`src/rtl/if_fetch_stage_if.sv`:
```
// ---------------------------------------------------------------------------
// if_fetch_stage_if : instruction SRAM port plus IF->ID handshake bundle
// Rev 1.0
// ---------------------------------------------------------------------------
`default_nettype none

interface if_fetch_stage_if #(
  parameter int PC_W = 32
);
  logic            inst_sram_we;
  logic [PC_W-1:0] inst_sram_addr;
  logic [31:0]     inst_sram_wdata;
  logic [31:0]     inst_sram_rdata;

  logic            ds_allowin;
  logic            br_taken;
  logic [PC_W-1:0] br_target;

  logic            fs_to_ds_valid;
  logic [PC_W-1:0] fs_to_ds_pc;
  logic [31:0]     fs_to_ds_inst;

  modport master (
    output inst_sram_we,
    output inst_sram_addr,
    output inst_sram_wdata,
    input  inst_sram_rdata,
    input  ds_allowin,
    input  br_taken,
    input  br_target,
    output fs_to_ds_valid,
    output fs_to_ds_pc,
    output fs_to_ds_inst
  );

  modport slave (
    input  inst_sram_we,
    input  inst_sram_addr,
    input  inst_sram_wdata,
    output inst_sram_rdata,
    output ds_allowin,
    output br_taken,
    output br_target,
    input  fs_to_ds_valid,
    input  fs_to_ds_pc,
    input  fs_to_ds_inst
  );
endinterface

`default_nettype wire

```
`src/rtl/if_fetch_stage.sv`:
```
// ---------------------------------------------------------------------------
// if_fetch_stage : pre-IF/IF stage, nextpc generation, SRAM latency skid buffer
// Rev 1.0
// ---------------------------------------------------------------------------
`default_nettype none

module if_fetch_stage #(
  parameter int              PC_W     = 32,
  parameter logic [PC_W-1:0] RESET_PC = 32'h1c00_0000
) (
  input  wire logic         clk,
  input  wire logic         resetn,
  if_fetch_stage_if.master  fs
);

  localparam logic [PC_W-1:0] c_pc_step = PC_W'(4);

  logic            r_pf_valid;
  logic            r_fs_valid;
  logic [PC_W-1:0] r_fs_pc;
  logic            r_buf_valid;
  logic [31:0]     r_buf_inst;

  logic            w_br;
  logic            w_fs_allowin;
  logic            w_accept;
  logic            w_capture;
  logic [PC_W-1:0] w_nextpc;

  // Branches are meaningless before pre-IF is live, so RESET_PC is always fetched first.
  assign w_br         = fs.br_taken & r_pf_valid;
  assign w_nextpc     = w_br ? fs.br_target : (r_fs_pc + c_pc_step);
  assign w_fs_allowin = ~r_fs_valid | fs.ds_allowin;
  assign w_accept     = r_pf_valid & (w_fs_allowin | fs.br_taken);
  assign w_capture    = r_fs_valid & ~fs.ds_allowin & ~r_buf_valid & ~fs.br_taken;

  always_ff @(posedge clk or negedge resetn) begin
    if (!resetn) begin
      r_pf_valid  <= 1'b0;
      r_fs_valid  <= 1'b0;
      r_fs_pc     <= RESET_PC - c_pc_step;
      r_buf_valid <= 1'b0;
      r_buf_inst  <= 32'd0;
    end else begin
      r_pf_valid <= 1'b1;
      if (w_accept) begin
        r_fs_valid  <= 1'b1;
        r_fs_pc     <= w_nextpc;
        r_buf_valid <= 1'b0;
      end else if (w_capture) begin
        // SRAM output moves on to nextpc after this edge; keep the stalled word.
        r_buf_valid <= 1'b1;
        r_buf_inst  <= fs.inst_sram_rdata;
      end
    end
  end

  assign fs.inst_sram_we   = 1'b0;
  assign fs.inst_sram_wdata = 32'd0;
  assign fs.inst_sram_addr = w_nextpc;

  assign fs.fs_to_ds_valid = r_fs_valid & ~fs.br_taken;
  assign fs.fs_to_ds_pc    = r_fs_pc;
  assign fs.fs_to_ds_inst  = r_buf_valid ? r_buf_inst : fs.inst_sram_rdata;

endmodule

`default_nettype wire
```
`src/flat_wrapper.sv`:
```
// flat-port wrapper written by rule: the top's interface ports become plain ports
module if_fetch_stage_flat 
#(
  parameter int              PC_W     = 32,
  parameter logic [PC_W-1:0] RESET_PC = 32'h1c00_0000
)
  (clk, resetn, fs_inst_sram_we, fs_inst_sram_addr, fs_inst_sram_wdata, fs_inst_sram_rdata, fs_ds_allowin, fs_br_taken, fs_br_target, fs_fs_to_ds_valid, fs_fs_to_ds_pc, fs_fs_to_ds_inst);
  if_fetch_stage_if #(.PC_W(PC_W)) fs_i ();
  input  wire logic clk;
  input  wire logic resetn;
  output wire logic [$bits(fs_i.inst_sram_we)-1:0] fs_inst_sram_we;
  output wire logic [$bits(fs_i.inst_sram_addr)-1:0] fs_inst_sram_addr;
  output wire logic [$bits(fs_i.inst_sram_wdata)-1:0] fs_inst_sram_wdata;
  input wire logic [$bits(fs_i.inst_sram_rdata)-1:0] fs_inst_sram_rdata;
  input wire logic [$bits(fs_i.ds_allowin)-1:0] fs_ds_allowin;
  input wire logic [$bits(fs_i.br_taken)-1:0] fs_br_taken;
  input wire logic [$bits(fs_i.br_target)-1:0] fs_br_target;
  output wire logic [$bits(fs_i.fs_to_ds_valid)-1:0] fs_fs_to_ds_valid;
  output wire logic [$bits(fs_i.fs_to_ds_pc)-1:0] fs_fs_to_ds_pc;
  output wire logic [$bits(fs_i.fs_to_ds_inst)-1:0] fs_fs_to_ds_inst;
  assign fs_inst_sram_we = fs_i.inst_sram_we;
  assign fs_inst_sram_addr = fs_i.inst_sram_addr;
  assign fs_inst_sram_wdata = fs_i.inst_sram_wdata;
  assign fs_i.inst_sram_rdata = fs_inst_sram_rdata;
  assign fs_i.ds_allowin = fs_ds_allowin;
  assign fs_i.br_taken = fs_br_taken;
  assign fs_i.br_target = fs_br_target;
  assign fs_fs_to_ds_valid = fs_i.fs_to_ds_valid;
  assign fs_fs_to_ds_pc = fs_i.fs_to_ds_pc;
  assign fs_fs_to_ds_inst = fs_i.fs_to_ds_inst;
  if_fetch_stage #(.PC_W(PC_W), .RESET_PC(RESET_PC)) u_core (.clk(clk), .resetn(resetn), .fs(fs_i));
endmodule
```
`config.mk`:
```
export PLATFORM = sky130hd
export DESIGN_NAME = if_fetch_stage_flat
export DESIGN_NICKNAME = d
export VERILOG_FILES = /design/src/rtl/if_fetch_stage_if.sv /design/src/rtl/if_fetch_stage.sv /design/src/flat_wrapper.sv
export SDC_FILE = /design/constraint.sdc
export NUM_CORES = 1
export LEC_CHECK = 0
export ABC_AREA = 1
export BUFFER_PORTS_ARGS = -buffer_cell sky130_fd_sc_hd__buf_2
export CORE_ASPECT_RATIO = 1.2
export CORE_MARGIN = 2
export CORE_UTILIZATION = 38
export DETAILED_ROUTE_END_ITERATION = 10
export PLACE_DENSITY_LB_ADDON = 0.12
export SYNTH_ARGS = -nofsm -noshare
export SYNTH_HDL_FRONTEND = slang
export SYNTH_SLANG_ARGS = --single-unit
```
`constraint.sdc`:
```
create_clock -name clk -period 4.4 [get_ports clk]
set_clock_uncertainty 0.05 [all_clocks]
set_input_delay 1.32 -clock clk [delete_from_list [all_inputs] [get_ports clk]]
set_output_delay 1.32 -clock clk [all_outputs]
set_load 0.005 [all_outputs]
```
==> metrics.txt <==
status completed; worst r2r src u_core.r_buf_valid$_DFFE_PN0P_; share of cells above drive strength 1 between 20% and 30%; most common cell after layout, fill and taps aside nand2_1; Worst EP required 3.03 ns; largest family of logic cells by synthesized area simple AND/OR/NAND/NOR gates; Least-Margin Pin Slew a little under 1 ns; post-synthesis mux area share 0%; Clock Sinks 67; Setup crit end fs_inst_sram_addr[8]; core area 0.0115 mm²; DR WL met3 753 µm; Vias 4540; Root Buffer clkbuf_16; capturing point of the worst reg2reg path u_core.r_buf_inst[2]$_DFFE_PN0P_; Setup Crit Path Kind input pin to primary output; Metal-1 WL about 5.1 mm; CTS Hold Bufs 0; #FFs+latches synth 67; Layout Utilization 48.5%; Critical Path Sink Type primary output; register clock-pin slew on the reported worst setup and hold paths 0.05 ns; Post-route DRC 0; Post-Syn Area per Cell 6.70 µm²; Die Span Y approximately 120 µm; Final setup viols 0; grt ovf 0; RSZ-0062 raised after global routing no; synth warn 0; Final ANT Viol Nets 0; initial cell density of the core 38.7%; Tmin final around 3.7 ns; n_diodes 0; drt pass-1 iters 7; IO Port Bufs 164; die area 0.0126 mm²; io pins ~200; Post-Place Worst Slack between 0.6 and 0.7 ns; Detail Placement HPWL 9.29 mm; first-pass GRT wire length 19.9 mm; vias in the first global route 4226; CTS tree yes; final hold viol count 0; met2 wire length 6.28 mm; max_cap viols 0; nets@finish 889; Setup TNS 0 ns; post-cts sizing count 0; Worst VDD drop 0.165 mV; Mapped Area 0.00446 mm²; sequential area share after synthesis a little under two fifths; H-Tree Depth 3; cell count after synthesis 666; Die X 103 µm; Peak Freq 267 MHz; crit start category input pin; post-route cell area 0.00558 mm²; worst-case clock buffer depth 2; post-DR wirelength/cell 12.7 µm; area delta synth->final 25.2%; Final Cycle Share 85.2%; setup bufs post-CTS 0; crit path launch fs_br_taken; num rows 43; Lkg Pwr 2.89 nW; CTS Buf Count 9; initial antenna violation count 1; setup ws final roughly 0.65 ns; DR vias/cell 4.63; Min-Delay Path Class flip-flop to flip-flop; Unique masters post-synth 30; RD Place Congestion 0.913; most frequent cells in the layout nand2_1 (233), buf_2 (164), o21ai_0 (79); DR top layer met5; Slew Limit Fails 0; largest net degree at the start of global routing 66; reg2reg path depth 4; P per Cell Area around 400 mW/mm²; Synth Area in XOR/XNOR 0.196%; r2r setup slk 2.17 ns; Max FO, Critical Path 15; Post-Synth Simple-Gate Area around a third; adder-cell share of the synthesized area less than 1%; relative slew slack 33.8%; worst endpoint data arrival time around 2.4 ns; Placed Instance Area 0.00529 mm²; worst-skew pair later-pin latency 0.33 ns; Compound-Gate Fraction of Synth Area between 10% and 20%; worst hold slack 0.430 ns; Post-Route WL 12.4 mm; total track usage 20.1%; Starting DRT DRC Count 200
==> cell type report <==
class | count | area [µm²]
Fill cell | 1272 | 5930
Multi-Input combinational cell | 505 | 2250
Sequential cell | 67 | 1710
Timing Repair Buffer | 169 | 871
Inverter | 68 | 255
Clock buffer | 11 | 233
Tap cell | 157 | 196
Clock inverter | 3 | 65.1
==> critical path: stages <==
cell and delay, ns:
buf_2 0.10, nand2_2 0.12, inv_1 0.41, a21oi_1 0.08, a21oi_1 0.19, buf_2 0.15
==> state kept, by name, summed over array words and instances (netlist names) <==
register               cells
u_core.r_fs_valid          1
u_core.r_buf_inst         32
u_core.r_buf_valid         1
u_core.r_pf_valid          1
u_core.fs.fs_to_ds_pc     32
==> how the worst min path moves through the flow <==
stage | start | to | slack [ns] | cells past startpoint
floorplan | u_core.r_fs_valid$_DFFE_PN0P_ | u_core.r_fs_valid$_DFFE_PN0P_ | 0.38 | 2
global placement | u_core.r_buf_inst[9]$_DFFE_PN0P_ | u_core.r_buf_inst[9]$_DFFE_PN0P_ | 0.42 | 2
detailed placement | u_core.r_fs_valid$_DFFE_PN0P_ | u_core.r_fs_valid$_DFFE_PN0P_ | 0.42 | 2
CTS | u_core.r_buf_inst[8]$_DFFE_PN0P_ | u_core.r_buf_inst[8]$_DFFE_PN0P_ | 0.44 | 2
global route | u_core.r_buf_inst[24]$_DFFE_PN0P_ | u_core.r_buf_inst[24]$_DFFE_PN0P_ | 0.45 | 2
finish | u_core.r_buf_inst[8]$_DFFE_PN0P_ | u_core.r_buf_inst[8]$_DFFE_PN0P_ | 0.43 | 2
==> kinds of logic (layout without fill, tap and decap cells) <==
group           after synthesis  after routing
xor+xnor                      1              1
buf+inv                     126            251
fa+ha+maj                     1              1
flops                        67             67
simple gates                365            365
compound gates              104            104
other cells                   2             34
==> cell usage after synthesis <==
master,n,area share (%)
a21oi_1,5,0.56
a31oi_1,4,0.56
and2_1,11,1.5
buf_2,11,1.2
buf_4,34,5.7
clkbuf_1,12,1.0
clkbuf_8,1,0.31
clkinv_1,1,0.084
conb_1,2,0.17
dfrtp_1,41,23
dfstp_2,26,15
ha_1,1,0.28
inv_1,66,5.6
inv_2,1,0.084
nand2_1,234,20
nand2_2,3,0.42
nand3_1,46,5.2
nand3_2,1,0.22
nand4_1,2,0.28
nor2_1,49,4.1
nor2_2,4,0.56
nor2_4,3,0.76
o211ai_1,5,0.84
o21a_1,5,0.84
o21ai_0,79,8.9
o21ai_1,2,0.22
o21ai_2,1,0.20
o21bai_1,3,0.50
or2_2,12,1.7
xor2_1,1,0.20
==> layer usage <==
layer | global-route usage [%] | vias up
met3 | 4.73 | 26
li1 | - | 2321
met1 | 24.1 | 2043
met5 | 0 | -
met4 | 7.32 | 2
met2 | 34.7 | 148
==> stage by stage <==
stage	power, mW	cells
global route	2.37	980
CTS	2.24	980
finish	2.21	980
detailed placement	1.48	966
floorplan	1.22	698
global placement	1.47	966
==> power by group <==
group	internal [mW]	switching [mW]	leakage, nW
sequential	0.767	0.127	0.778
clock	0.489	0.256	0.145
combinational	0.253	0.320	1.97
total	1.51	0.703	2.89
Note: power is estimated with default switching activity, not from simulation.
